## src/rtl/mpp_mem_arbiter.sv

```systemverilog
// mpp_mem_arbiter: two-port round-robin arbiter and access sequencer for the
// single external 8-bit memory bus. One transfer is IDLE -> ACCESS (1 +
// WAIT_STATES cycles with chip select low) -> RECOVER (ack cycle, bus idle).
module mpp_mem_arbiter #(
  parameter int WAIT_STATES = 1
) (
  input  logic        clk,
  input  logic        rst,
  input  logic        req0,
  input  logic [15:0] addr0,
  input  logic        we0,
  input  logic [7:0]  wdata0,
  input  logic        req1,
  input  logic [15:0] addr1,
  input  logic        we1,
  input  logic [7:0]  wdata1,
  output logic        ack0,
  output logic        ack1,
  output logic [7:0]  rdata,
  output logic        busy,
  output logic [15:0] mem_addr,
  output logic [7:0]  mem_wdata,
  input  logic [7:0]  mem_rdata,
  output logic        mem_cs_n,
  output logic        mem_we_n
);

  typedef enum logic [1:0] {IDLE, ACCESS, RECOVER} state_t;

  state_t      state, state_nxt;
  logic [3:0]  cnt;
  logic        owner;
  logic        last_owner;
  logic        we_q;
  logic        any_req;
  logic        sel;

  // Round robin: a lone requester wins; on a tie the port that did not
  // win last time gets the bus.
  assign any_req = req0 | req1;
  assign sel     = (req0 & req1) ? ~last_owner : req1;
  assign busy    = (state != IDLE);

  // State register.
  always_ff @(posedge clk or posedge rst) begin
    if (rst) state <= IDLE;
    else     state <= state_nxt;
  end

  // Next-state logic.
  always_comb begin
    state_nxt = state;
    case (state)
      IDLE:    if (any_req) state_nxt = ACCESS;
      ACCESS:  if (cnt == 4'd0) state_nxt = RECOVER;
      RECOVER: state_nxt = IDLE;
      default: state_nxt = IDLE;
    endcase
  end

  // Bus datapath: latch the winner's request at grant, count wait states,
  // capture read data and pulse the owner's ack on the last ACCESS edge.
  always_ff @(posedge clk or posedge rst) begin
    if (rst) begin
      mem_cs_n   <= 1'b1;
      mem_we_n   <= 1'b1;
      mem_addr   <= 16'h0000;
      mem_wdata  <= 8'h00;
      rdata      <= 8'h00;
      ack0       <= 1'b0;
      ack1       <= 1'b0;
      cnt        <= 4'd0;
      owner      <= 1'b0;
      last_owner <= 1'b1;
      we_q       <= 1'b0;
    end else begin
      ack0 <= 1'b0;
      ack1 <= 1'b0;
      case (state)
        IDLE: begin
          if (any_req) begin
            owner      <= sel;
            last_owner <= sel;
            mem_addr   <= sel ? addr1 : addr0;
            mem_wdata  <= sel ? wdata1 : wdata0;
            we_q       <= sel ? we1 : we0;
            mem_cs_n   <= 1'b0;
            mem_we_n   <= ~(sel ? we1 : we0);
            cnt        <= 4'(WAIT_STATES);
          end
        end
        ACCESS: begin
          if (cnt != 4'd0) begin
            cnt <= cnt - 4'd1;
          end else begin
            if (!we_q) rdata <= mem_rdata;
            ack0     <= ~owner;
            ack1     <= owner;
            mem_cs_n <= 1'b1;
            mem_we_n <= 1'b1;
          end
        end
        default: ;
      endcase
    end
  end

endmodule
```

## config.mk

```make
export PLATFORM = sky130hd
export DESIGN_NAME = mpp_mem_arbiter
export DESIGN_NICKNAME = d
export VERILOG_FILES = /design/src/rtl/mpp_mem_arbiter.sv
export SDC_FILE = /design/constraint.sdc
export NUM_CORES = 1
export LEC_CHECK = 0
export BUFFER_PORTS_ARGS = -buffer_cell sky130_fd_sc_hd__buf_4
export CORE_UTILIZATION = 51
export CTS_CLUSTER_SIZE = 10
export DETAILED_ROUTE_END_ITERATION = 10
export PLACE_DENSITY = 0.81
export SYNTH_ARGS = -nofsm -noshare
export SYNTH_HDL_FRONTEND = slang
export SYNTH_SLANG_ARGS = --single-unit
```

## constraint.sdc

```tcl
create_clock -name clk -period 4.15 [get_ports clk]
set_clock_uncertainty 0.05 [all_clocks]
set_input_delay 0.83 -clock clk [delete_from_list [all_inputs] [get_ports clk]]
set_output_delay 0.83 -clock clk [all_outputs]
set_load 0.005 [all_outputs]
```

== After elaboration in Yosys (flattened, before gate mapping) ==
Cells that the tools add are included.
Operators by class
  multiplexer cells: 19
  reductions and logical operators: 10
  add/sub/neg operators: 1
  equality and inequality tests: 5
  bitwise gates (word level): 7
Operator list (count)
  16-bit 2-to-1 mux: 1
  1-bit 2-to-1 mux: 9
  3-bit AND reduction: 3
  4-bit 2-to-1 mux: 2
  8-bit 2-to-1 mux: 1
  2-bit != test (second input constant): 4
  4-bit one-hot mux with 2 select lines: 1
  1-bit NOT: 5
  4-bit logical NOT: 1
  2-bit 2-to-1 mux: 2
  1-bit one-hot mux with 2 select lines: 2
  2-bit one-hot mux with 2 select lines: 1
  2-bit AND reduction: 2
  2-bit nonzero test: 2
  4-bit nonzero test: 1
  4-bit by 1-bit subtractor with 4-bit output (second input constant): 1
  2-bit by 1-bit == test with 1-bit output (second input constant): 1
  2-bit logical NOT: 1
  1-bit AND: 1
  1-bit bitwise OR: 1
Word-level totals
  input port bits: 62
  output and inout bits: 37
  register bits: 45

== Depth between registers and ports, before layout ==
Gate-level depths: netlist (run 1).
  word-level depth: 6
  depth in mapped cells: 5
  gate-level depth less buffers: 5

== Least setup slack after synthesis (run 1) ==
Ideal clock, no wire load.
  path type: input to register
  start: input req1
  end: register mem_addr[10]
  data arrival time: 1.844 ns
  slack: 2.131 ns
  required time: 3.975 ns
  library setup time: 0.125 ns
  stages on the path: 4
  path through: a21boi_4 buf_6 mux2_4 mux2_4
On the way
  word-level cells in the longest chain between the ends: 3
  elaborated cells between the ends (all ways): 5
  classes of those cells: mux: 2; bitwise: 2; reduce/logical: 1
Ends and longest elaborated chain
  start: declaration: RTL line 13  | input logic req1,
  1-bit AND: RTL line 41  | assign sel = (req0 & req1) ? ~last_owner : req1;
  1-bit 2-to-1 mux: RTL line 41
  16-bit 2-to-1 mux: RTL line 84  | mem_addr <= sel ? addr1 : addr0;
  end signal: assignment: RTL line 84
  end: declaration: RTL line 21  | output logic [15:0] mem_addr,
Several ways; a longest one is shown, not always the timed one.
A chain may end at the register's enable or synchronous reset.

== Worst setup path in the final report (run 1) ==
  start: input req0
  end: register mem_wdata[2]
On the way
  word-level cells in the longest chain between the ends: 3
  elaborated cells between the ends (all ways): 5
  classes of those cells: mux: 2; bitwise: 2; reduce/logical: 1
Ends and longest elaborated chain
  start: declaration: RTL line 9  | input logic req0,
  1-bit AND: RTL line 41
  1-bit 2-to-1 mux: RTL line 41
  8-bit 2-to-1 mux: RTL line 85  | mem_wdata <= sel ? wdata1 : wdata0;
  end signal: assignment: RTL line 85
  end: declaration: RTL line 22  | output logic [7:0] mem_wdata,
Several ways; a longest one is shown, not always the timed one.

==> run_results.csv, run 1 <==
group,metric,value,unit
worst_setup_path,crit_arrival,2.54,ns
clock_network,cts_setup_buffers,0,
logic_synthesis,synth-seq-area-share,0.4945,
worst_setup_path,crit_slowest_cell,"a21boi_4",
timing,fin_setup_tns,0,ns
clock_network,clockBufferDepth,2,
global_routing,gr-total-overflow,0,
timing,finalCritPeriodShare,0.5816,
floorplan,rows,23,
floorplan,dieArea,4751,sq um
logic_synthesis,ys_seq_elements,45,
logic_synthesis,synth_area,2285,sq um
cells_and_area,final_common_cell,"buf_4",
worst_setup_path,critPathLaunchType,"input pin",
clock_network,cts.root.buffer_cell,"clkbuf_8",
worst_setup_path,cp_max_fo,16,
detailed_routing,drt_iter0_markers,59,
place,port_buffers,98,
floorplan,start_util,0.5513,
worst_setup_path,crit_required,4.28,ns
timing,hold_viol_final,0,
power_and_ir_drop,power.density,663.7,nW/um^2
timing,worstMarginPinSlew,0.7562,ns
outcome,status,"finished clean",
timing,report.final.slew_viol_count,0,
cells_and_area,layout-drive-gt1-share,0.6706,
logic_synthesis,ys_types,32,
worst_setup_path,path_cells,"buf_4, a21boi_4, buf_4, mux2_2, mux2_2",
logic_synthesis,avgSynthCellArea,15.13,sq um
logic_synthesis,synthCells,151,
power_and_ir_drop,pwr-share-comb,0.477,
logic_synthesis,yosys_warnings,0,
power_and_ir_drop,power.share.clock,0.131,
worst_setup_path,crit_type,"in -> reg",
logic_synthesis,async_flop_share,1.000,
floorplan,core,4144,sq um
cells_and_area,syn_to_final_growth,37.40,%
place,dp_cells,297,
timing,max_clock_freq,414.3,MHz
detailed_routing,routedWlPerCell,15.86,um
timing,rsz0062_at_grt,"false",
detailed_routing,num_vias,1587,
global_routing,grtUsageTotal,0.2108,
clock_network,clkLatencyLatePin,0.29,ns
min_path,hold_path_class,"reg -> reg",
logic_synthesis,synth-edff-count,0,
power_and_ir_drop,switchingPower,0.6366,mW
detailed_routing,viasPerCell,5.203,
floorplan,die_w,68.93,um
global_routing,first_global_vias,1601,
power_and_ir_drop,power_leakage,1.571,nW
floorplan,ioPinCount,99,
clock_network,ctsHoldBuffers,0,
timing,setup_viol,0,
detailed_routing,ant_nets,0,
floorplan,die_h,68.93,um
power_and_ir_drop,pwr-share-seq,0.391,
flow_run,drv_cap,0,
clock_network,h-tree-depth,2,
cells_and_area,final_cell_count_no_fill,305,
cells_and_area,final_cell_mix,"buf_4 (101), dfrtp_1 (42), mux2_4 (38)",
power_and_ir_drop,switching_share,0.3055,
place,place_hpwl,3.574,mm
cells_and_area,fin_nets,318,
detailed_routing,dr.pass1.iters,4,
worst_setup_path,cp-end-kind,"flip-flop",
logic_synthesis,syn_nets,215,
global_routing,grt_max_degree,46,
clock_network,ctsResizeCount,0,
clock_network,tritoncts,"built",
logic_synthesis,synth_flop_cell,"dfrtp_1",
global_routing,antenna_found_initial,0,
clock_network,clk_pin_slew,0.08,ns
detailed_routing,drc,0,
place,finalWeightedCongestion,0.7182,
cells_and_area,diodes,0,
timing,slew_headroom,0.4946,
detailed_routing,wl,4.838,mm
power_and_ir_drop,vdd_drop_max,311.5,uV
clock_network,cts_buffers,5,
clock_network,clkSinkCount,45,
timing,layout_min_cycle_time,2.414,ns
worst_setup_path,critPathMaxStageDelay,0.61,ns
power_and_ir_drop,intPower,1.447,mW
global_routing,grt_pass1_wl,7.203,mm
[per-layer routing]
metal | routed length, um | vias up | GRT usage
met1 | 2029 | 761 | 0.2580
met3 | 351 | 5 | 0.04441
met2 | 2420 | 74 | 0.3689
met5 | 0 | - | 0
met4 | 37 | 0 | 0.06633
li1 | - | 747 | -
[state kept, by name, summed over array words and instances, names as in the netlist]
register	cells
cnt	4
mem_wdata	8
ack1	1
rdata	8
last_owner	1
mem_we_n	1
mem_cs_n	1
owner	1
ack0	1
mem_addr	16
state	2
we_q	1
[final timing paths]
| check | slack [ns] | depth (start not counted) | end | startpoint |
|---|---|---|---|---|
| setup reg to reg | 2.02 | 4 | mem_wdata[2] | last_owner |
| setup / recovery | 1.74 | 5 | mem_wdata[2] | req0 |
| max in group asynchronous | 3.05 | 3 | mem_cs_n | rst |
| min in group asynchronous | 0.61 | 3 | rdata[0] | rst |
| hold reg to reg | 0.43 | 1 | ack0 | owner |
| hold / removal | 0.43 | 1 | ack0 | owner |
[metrics by stage]
step                        util  power (mW)  instance area [sq um]  hold WS, ns  worst slack, ns
after floorplan                -       1.404                   2285       0.3667            2.131
after global placement    0.7358       1.787                   3049       0.3962            1.456
after detailed placement  0.7358       1.824                   3049       0.4046            1.402
after CTS                 0.7575       2.101                   3139       0.4228            1.717
after global routing      0.7575       2.219                   3139       0.4560            1.663
final                     0.7575       2.084                   3139       0.4256            1.736
[cell families after synthesis]
kind of cell	Yosys count	share of synthesized area
AO/OA/AOI/OAI	15	0.04820
adder cells (fa/ha/maj)	2	0.01095
buffers and inverters	11	0.03450
flip-flops	45	0.4945
multiplexers	61	0.3614
AND/OR/NAND/NOR	17	0.05039
[final cells by class]
cell class              instances  area (sq um)
inverters                       6         22.52
multi-input cells              95          1076
repair buffers                101         758.2
flip-flops and latches         45          1130
well taps                      50         62.56
clock buffers                   8         90.09
fillers                       299          1005
[power by group through the flow]
stage | logic (mW) | registers [mW] | clock network (mW)
detailed placement | 1.01 | 0.817 | 0
global route | 1.08 | 0.844 | 0.293
CTS | 1.01 | 0.816 | 0.277
finish | 0.994 | 0.815 | 0.274
floorplan | 0.591 | 0.812 | 0
global placement | 0.977 | 0.810 | 0
[synth_stat cells (2+ instances only)]
cell type	number	area, sq um
inv_1	6	22.52
ha_1	2	25.02
dfstp_2	3	78.83
dfrtp_1	42	1051
mux2_2	19	214.0
mux2_4	38	570.6
nor3_1	2	10.01
o21ai_0	2	10.01
mux2i_1	3	30.03
nor2b_1	2	12.51
nand2b_1	2	12.51
nor2_1	3	11.26
a21oi_1	4	20.02
buf_6	5	56.30
[worst max-delay path: cells and delay by family]
kind | cells | cell delay, ns
buffers and inverters | 2 | 0.47
AO/OA/AOI/OAI | 1 | 0.61
multiplexers | 2 | 0.62
Note: power is estimated with default switching activity, not from simulation.
==> run 2, diff against run 1 <==
--- a/config.mk
+++ b/config.mk
@@ -6,10 +6,10 @@
 export NUM_CORES = 1
 export LEC_CHECK = 0
 export BUFFER_PORTS_ARGS = -buffer_cell sky130_fd_sc_hd__buf_4
-export CORE_UTILIZATION = 51
+export CORE_UTILIZATION = 47
 export CTS_CLUSTER_SIZE = 10
 export DETAILED_ROUTE_END_ITERATION = 10
-export PLACE_DENSITY = 0.81
+export PLACE_DENSITY = 0.75
 export SYNTH_ARGS = -nofsm -noshare
 export SYNTH_HDL_FRONTEND = slang
 export SYNTH_SLANG_ARGS = --single-unit
==> constraint.sdc (replaced) <==
create_clock -name clk -period 2.5 [get_ports clk]
set_clock_uncertainty 0.05 [all_clocks]
set_input_delay 0.5 -clock clk [delete_from_list [all_inputs] [get_ports clk]]
set_output_delay 0.5 -clock clk [all_outputs]
set_load 0.005 [all_outputs]
==> run_results.csv, run 2 (synthesis results as in run 1) <==
group,metric,value,unit
floorplan,die_h,71.72,um
clock_network,ctsHoldBuffers,0,
timing,setup_viol,0,
detailed_routing,drc,0,
global_routing,grt_max_degree,46,
timing,report.final.slew_viol_count,0,
timing,finalCritPeriodShare,0.7402,
timing,fin_setup_tns,0,ns
cells_and_area,final_cell_mix,"buf_4 (100), dfrtp_1 (42), mux2_4 (38)",
clock_network,ctsResizeCount,0,
timing,max_clock_freq,540.4,MHz
detailed_routing,drt_iter0_markers,68,
cells_and_area,nFillCells,373,
detailed_routing,viasPerCell,5.084,
floorplan,core,4692,sq um
place,finalWeightedCongestion,0.6954,
timing,slew_headroom,0.6249,
cells_and_area,final_cell_count_no_fill,309,
global_routing,gr-total-overflow,0,
worst_setup_path,path_buf_inv,1,
floorplan,start_util,0.4869,
cells_and_area,largest_register_ffs,16,
detailed_routing,wl,4.541,mm
worst_setup_path,path_cells,"inv_1, ha_1, nor3b_4, nand3b_2, mux2_2",
global_routing,first_global_vias,1635,
cells_and_area,layout-drive-gt1-share,0.6824,
clock_network,cts_setup_buffers,0,
detailed_routing,num_vias,1571,
clock_network,cts_buffers,5,
cells_and_area,fin_nets,318,
floorplan,ioPinCount,99,
floorplan,dieArea,5144,sq um
worst_setup_path,cpLargestDelayFamily,"simple AND/OR/NAND/NOR gates",
cells_and_area,top_register,"mem_addr",
worst_setup_path,crit_type,"reg -> reg",
power_and_ir_drop,vdd_drop_max,552.4,uV
min_path,hold_path_class,"in -> async",
detailed_routing,routedWlPerCell,14.70,um
worst_setup_path,cp_max_fo,8,
worst_setup_path,critPathMaxStageDelay,0.45,ns
worst_setup_path,crit_arrival,1.99,ns
cells_and_area,final_common_cell,"buf_4",
timing,rsz0062_at_grt,"false",
place,dp_cells,301,
global_routing,grt_pass1_wl,7.479,mm
cells_and_area,seqCellArea,1130,sq um
clock_network,clk_pin_slew,0.09,ns
power_and_ir_drop,power,3.555,mW
clock_network,h-tree-depth,2,
timing,worstMarginPinSlew,0.5627,ns
timing,layout_min_cycle_time,1.850,ns
outcome,status,"finished clean",
worst_setup_path,cp-end-kind,"flip-flop",
timing,hold_viol_final,0,
global_routing,grtUsageTotal,0.1870,
worst_setup_path,rrSetupSlack,0.65,ns
floorplan,die_w,71.72,um
clock_network,clkSinkCount,45,
clock_network,cts.root.buffer_cell,"clkbuf_8",
detailed_routing,ant_nets,0,
place,place_hpwl,3.287,mm
clock_network,tritoncts,"built",
cells_and_area,top_regs,"mem_addr (16), mem_wdata (8), rdata (8)",
cells_and_area,multi_input_area,1076,sq um
global_routing,antenna_found_initial,0,
cells_and_area,syn_to_final_growth,39.16,%
floorplan,rows,25,
place,port_buffers,98,
worst_setup_path,critPathLaunchType,"flip-flop",
flow_run,drv_cap,0,
worst_setup_path,crit_required,2.64,ns
detailed_routing,dr.pass1.iters,4,
power_and_ir_drop,power_leakage,1.591,nW
worst_setup_path,crit_slowest_cell,"dfrtp_1",
clock_network,clockBufferDepth,2,
clock_network,clkLatencyLatePin,0.30,ns
cells_and_area,diodes,0,
power_and_ir_drop,power.density,1118,nW/um^2
## run 2: power breakdown
part           total (mW)  internal (mW)  switching, mW  leakage (nW)
sequential           1.36           1.11          0.253         0.533
clock               0.551          0.300          0.251        0.0585
combinational        1.64           1.07          0.570          1.00
total                3.55           2.48           1.07          1.59
## run 2: worst paths after layout
kind / end / depth (start not counted) / start
hold reg to reg: ack0 / 1 / owner
max in group asynchronous: mem_cs_n / 3 / rst
hold / removal: mem_addr[8] / 3 / rst
min in group clk: last_owner / 2 / req0
setup / recovery: rdata[2] / 5 / cnt[0]
setup reg to reg: rdata[2] / 5 / cnt[0]
## run 2: worst min-delay path: stages
cell and delay, ns:
buf_4 0.11, inv_2 0.03, buf_4 0.45
## run 2: area by class of cell
class | instances | area share
Timing Repair Buffer | 101 | 0.2424
Clock buffer | 5 | 0.02165
Multi-Input combinational cell | 95 | 0.3384
Inverter | 6 | 0.007084
Tap cell | 54 | 0.02125
Sequential cell | 45 | 0.3554
Clock inverter | 3 | 0.01377
## run 2: per-layer routing
metal  up-vias  GRT usage  routed length [um]
li1        745          -                   -
met1       770     0.2242                1877
met2        48     0.3218                2365
met3         8    0.05063                 214
met4         0    0.06972                  83
met5         -          0                   0
## run 2: through the flow
step / hold WS [ns] / utilization / cell area (sq um) / worst slack [ns]
after floorplan: 0.3667 / - / 2285 / 0.8109
after global placement: 0.3886 / 0.6536 / 3067 / 0.6378
after detailed placement: 0.3884 / 0.6536 / 3067 / 0.6307
after CTS: 0.3064 / 0.6776 / 3179 / 0.6425
after global routing: 0.3234 / 0.6776 / 3179 / 0.5346
final: 0.2803 / 0.6776 / 3179 / 0.6495
==> run 3, diff against run 2 <==
--- a/config.mk
+++ b/config.mk
@@ -5,8 +5,9 @@
 export SDC_FILE = /design/constraint.sdc
 export NUM_CORES = 1
 export LEC_CHECK = 0
+export ABC_AREA = 1
 export BUFFER_PORTS_ARGS = -buffer_cell sky130_fd_sc_hd__buf_4
-export CORE_UTILIZATION = 47
+export CORE_UTILIZATION = 46
 export CTS_CLUSTER_SIZE = 10
 export DETAILED_ROUTE_END_ITERATION = 10
 export PLACE_DENSITY = 0.75
==> constraint.sdc (replaced) <==
create_clock -name clk -period 1.95 [get_ports clk]
set_clock_uncertainty 0.05 [all_clocks]
set_input_delay 0.39 -clock clk [delete_from_list [all_inputs] [get_ports clk]]
set_output_delay 0.39 -clock clk [all_outputs]
set_load 0.005 [all_outputs]
==> run_results.csv, run 3 <==
group,metric,value,unit
logic_synthesis,synth_top_area_share,0.4944,
logic_synthesis,avgSynthCellArea,9.124,sq um
global_routing,grt_max_degree,30,
worst_setup_path,cp_max_fo,12,
timing,setup_viol,0,
power_and_ir_drop,power,4.562,mW
cells_and_area,final_cell_mix,"buf_4 (100), nand2_1 (54), dfrtp_1 (42)",
global_routing,busiest_layer,"met2",
global_routing,gr-total-overflow,0,
timing,slew_headroom,0.6797,
cells_and_area,syn_to_final_growth,42.26,%
timing,hold_viol_final,0,
timing,setup_slack,0.3558,ns
clock_network,tritoncts,"built",
timing,max_clock_freq,627.3,MHz
logic_synthesis,synth_area,2126,sq um
detailed_routing,viasPerCell,5.023,
logic_synthesis,ys_seq_elements,45,
logic_synthesis,synth-edff-count,0,
logic_synthesis,synth.most_common_cell,"nand2_1",
power_and_ir_drop,intPower,2.856,mW
clock_network,ctsResizeCount,0,
worst_setup_path,cp-end-kind,"flip-flop",
cells_and_area,final_common_cell,"buf_4",
logic_synthesis,syn_nets,297,
clock_network,clockBufferDepth,2,
logic_synthesis,yosys-top-cells-count,"nand2_1 (54), dfrtp_1 (42), nor2_1 (34), o21ai_2 (28), o21ai_1 (19)",
global_routing,grt_pass1_wl,8.714,mm
worst_setup_path,crit_type,"reg -> reg",
place,place_hpwl,3.716,mm
power_and_ir_drop,power_leakage,1.533,nW
cells_and_area,layout-drive-gt1-share,0.4595,
timing,finalCritPeriodShare,0.8175,
floorplan,rows,24,
logic_synthesis,synthSimpleGateAreaFrac,0.2137,
floorplan,core,4384,sq um
floorplan,start_util,0.4849,
global_routing,grtUsageTotal,0.2224,
timing,fin_setup_tns,0,ns
power_and_ir_drop,switchingPower,1.706,mW
global_routing,grt_use_met3,0.07648,
outcome,status,"finished clean",
worst_setup_path,crit_arrival,1.73,ns
clock_network,clk_pin_slew,0.09,ns
logic_synthesis,synthXorXnorAreaFrac,0.004120,
flow_run,drv_cap,0,
clock_network,clkSinkCount,45,
clock_network,cts_buffers,5,
power_and_ir_drop,power.density,1508,nW/um^2
detailed_routing,drc,0,
detailed_routing,ant_nets,0,
floorplan,dieArea,4897,sq um
cells_and_area,top_regs,"mem_addr (16), mem_wdata (8), rdata (8)",
power_and_ir_drop,pwr-share-comb,0.476,
detailed_routing,drt_iter0_markers,109,
worst_setup_path,crit_required,2.09,ns
detailed_routing,routedWlPerCell,13.22,um
floorplan,die_h,69.98,um
logic_synthesis,yosysTopAreaCell,"dfrtp_1",
global_routing,grt.met1_usage,0.2769,
clock_network,h-tree-depth,2,
cells_and_area,largest_register_ffs,16,
floorplan,ioPinCount,99,
worst_setup_path,critPathLaunchType,"flip-flop",
detailed_routing,num_vias,1934,
place,port_buffers,98,
logic_synthesis,synthMuxAreaShare,0,
power_and_ir_drop,pwr-share-seq,0.365,
logic_synthesis,ys_types,22,
timing,worstMarginPinSlew,0.4797,ns
logic_synthesis,synth-seq-area-share,0.5315,
clock_network,ctsHoldBuffers,0,
floorplan,die_w,69.98,um
logic_synthesis,synth_top_family_by_area,"simple AND/OR/NAND/NOR gates",
timing,layout_min_cycle_time,1.594,ns
cells_and_area,nFillCells,390,
clock_network,cts.root.buffer_cell,"clkbuf_8",
global_routing,use_met2,0.3665,
logic_synthesis,synthTopCellsByArea,"dfrtp_1 (49%), o21ai_2 (12%), nand2_1 (9.5%)",
logic_synthesis,yosys_warnings,0,
logic_synthesis,synth_flop_cell,"dfrtp_1",
logic_synthesis,synth_fa_ha_area_frac,0.01177,
min_path,hold_path_class,"in -> async",
cells_and_area,fin_nets,396,
place,place_ws,0.4079,ns
cells_and_area,top_register,"mem_addr",
global_routing,antenna_found_initial,0,
place,finalWeightedCongestion,0.7807,
timing,rsz0062_at_grt,"false",
power_and_ir_drop,vdd_drop_max,740.4,uV
power_and_ir_drop,switching_share,0.3739,
detailed_routing,dr.pass1.iters,5,
detailed_routing,wl,5.090,mm
logic_synthesis,synthCells,233,
global_routing,first_global_vias,1912,
cells_and_area,diodes,0,
clock_network,cts_setup_buffers,0,
timing,report.final.slew_viol_count,0,
logic_synthesis,async_flop_share,1.000,
power_and_ir_drop,power.share.clock,0.160,
clock_network,clkLatencyLatePin,0.29,ns
logic_synthesis,synth-compound-area-share,0.1813,
run 3: cells by family after synthesis:
| group | count (synthesis) |
|---|---|
| fa+ha+maj | 2 |
| xor+xnor | 1 |
| simple gates | 107 |
| compound gates | 56 |
| flops | 45 |
| buf+inv | 22 |
run 3: final timing paths:
| kind | start | end | slack (ns) | cells past startpoint |
|---|---|---|---|---|
| setup / recovery | cnt[0] | rdata[5] | 0.36 | 7 |
| hold / removal | rst | mem_wdata[4] | 0.06 | 2 |
| setup reg to reg | cnt[0] | rdata[5] | 0.36 | 7 |
| hold reg to reg | owner | ack0 | 0.38 | 1 |
| max in group asynchronous | rst | last_owner | 1.21 | 3 |
| min in group clk | mem_rdata[3] | rdata[3] | 0.28 | 3 |
run 3: metal layers:
metal / up-vias / wire length, um
li1: 955 / -
met1: 885 / 2137
met2: 85 / 2451
met3: 9 / 424
met4: 0 / 76
met5: - / 0
run 3: power groups by stage:
| stage | Combinational, mW | Sequential [mW] | Clock [mW] |
|---|---|---|---|
| 4_1_cts | 2.20 | 1.66 | 0.745 |
| 2_1_floorplan | 1.29 | 1.68 | 0 |
| 5_1_grt | 2.45 | 1.72 | 0.785 |
| 3_3_place_gp | 2.15 | 1.67 | 0 |
| 6_report | 2.17 | 1.66 | 0.730 |
| 3_5_place_dp | 2.20 | 1.67 | 0 |
run 3: cell type report:
type	count	area (sq um)	area share
clock buffers	7	86.33	0.02855
clock inverters	1	30.03	0.009930
inverters	12	45.04	0.01489
multi-input cells	166	877.1	0.2900
flip-flops and latches	45	1130	0.3736
well taps	52	65.06	0.02151
repair buffers	102	790.8	0.2615
run 3: metrics by stage:
step           cell area (sq um)    util  instances  hold slack, ns
3_3_place_gp                2908  0.6632        377          0.3720
4_1_cts                     3024  0.6898        385         0.07449
2_1_floorplan               2126       -        233          0.3505
6_report                    3024  0.6898        385         0.05845
3_5_place_dp                2908  0.6632        377          0.3756
5_1_grt                     3024  0.6898        385         0.08090
run 3: worst max-delay path, cell delays in order, from the launching register on:
cell and delay, ns:
dfrtp_1 0.38, inv_1 0.13, ha_1 0.16, nand2_1 0.11
nor2_4 0.31, nand2_2 0.19, nand2_1 0.11, nand2_1 0.05
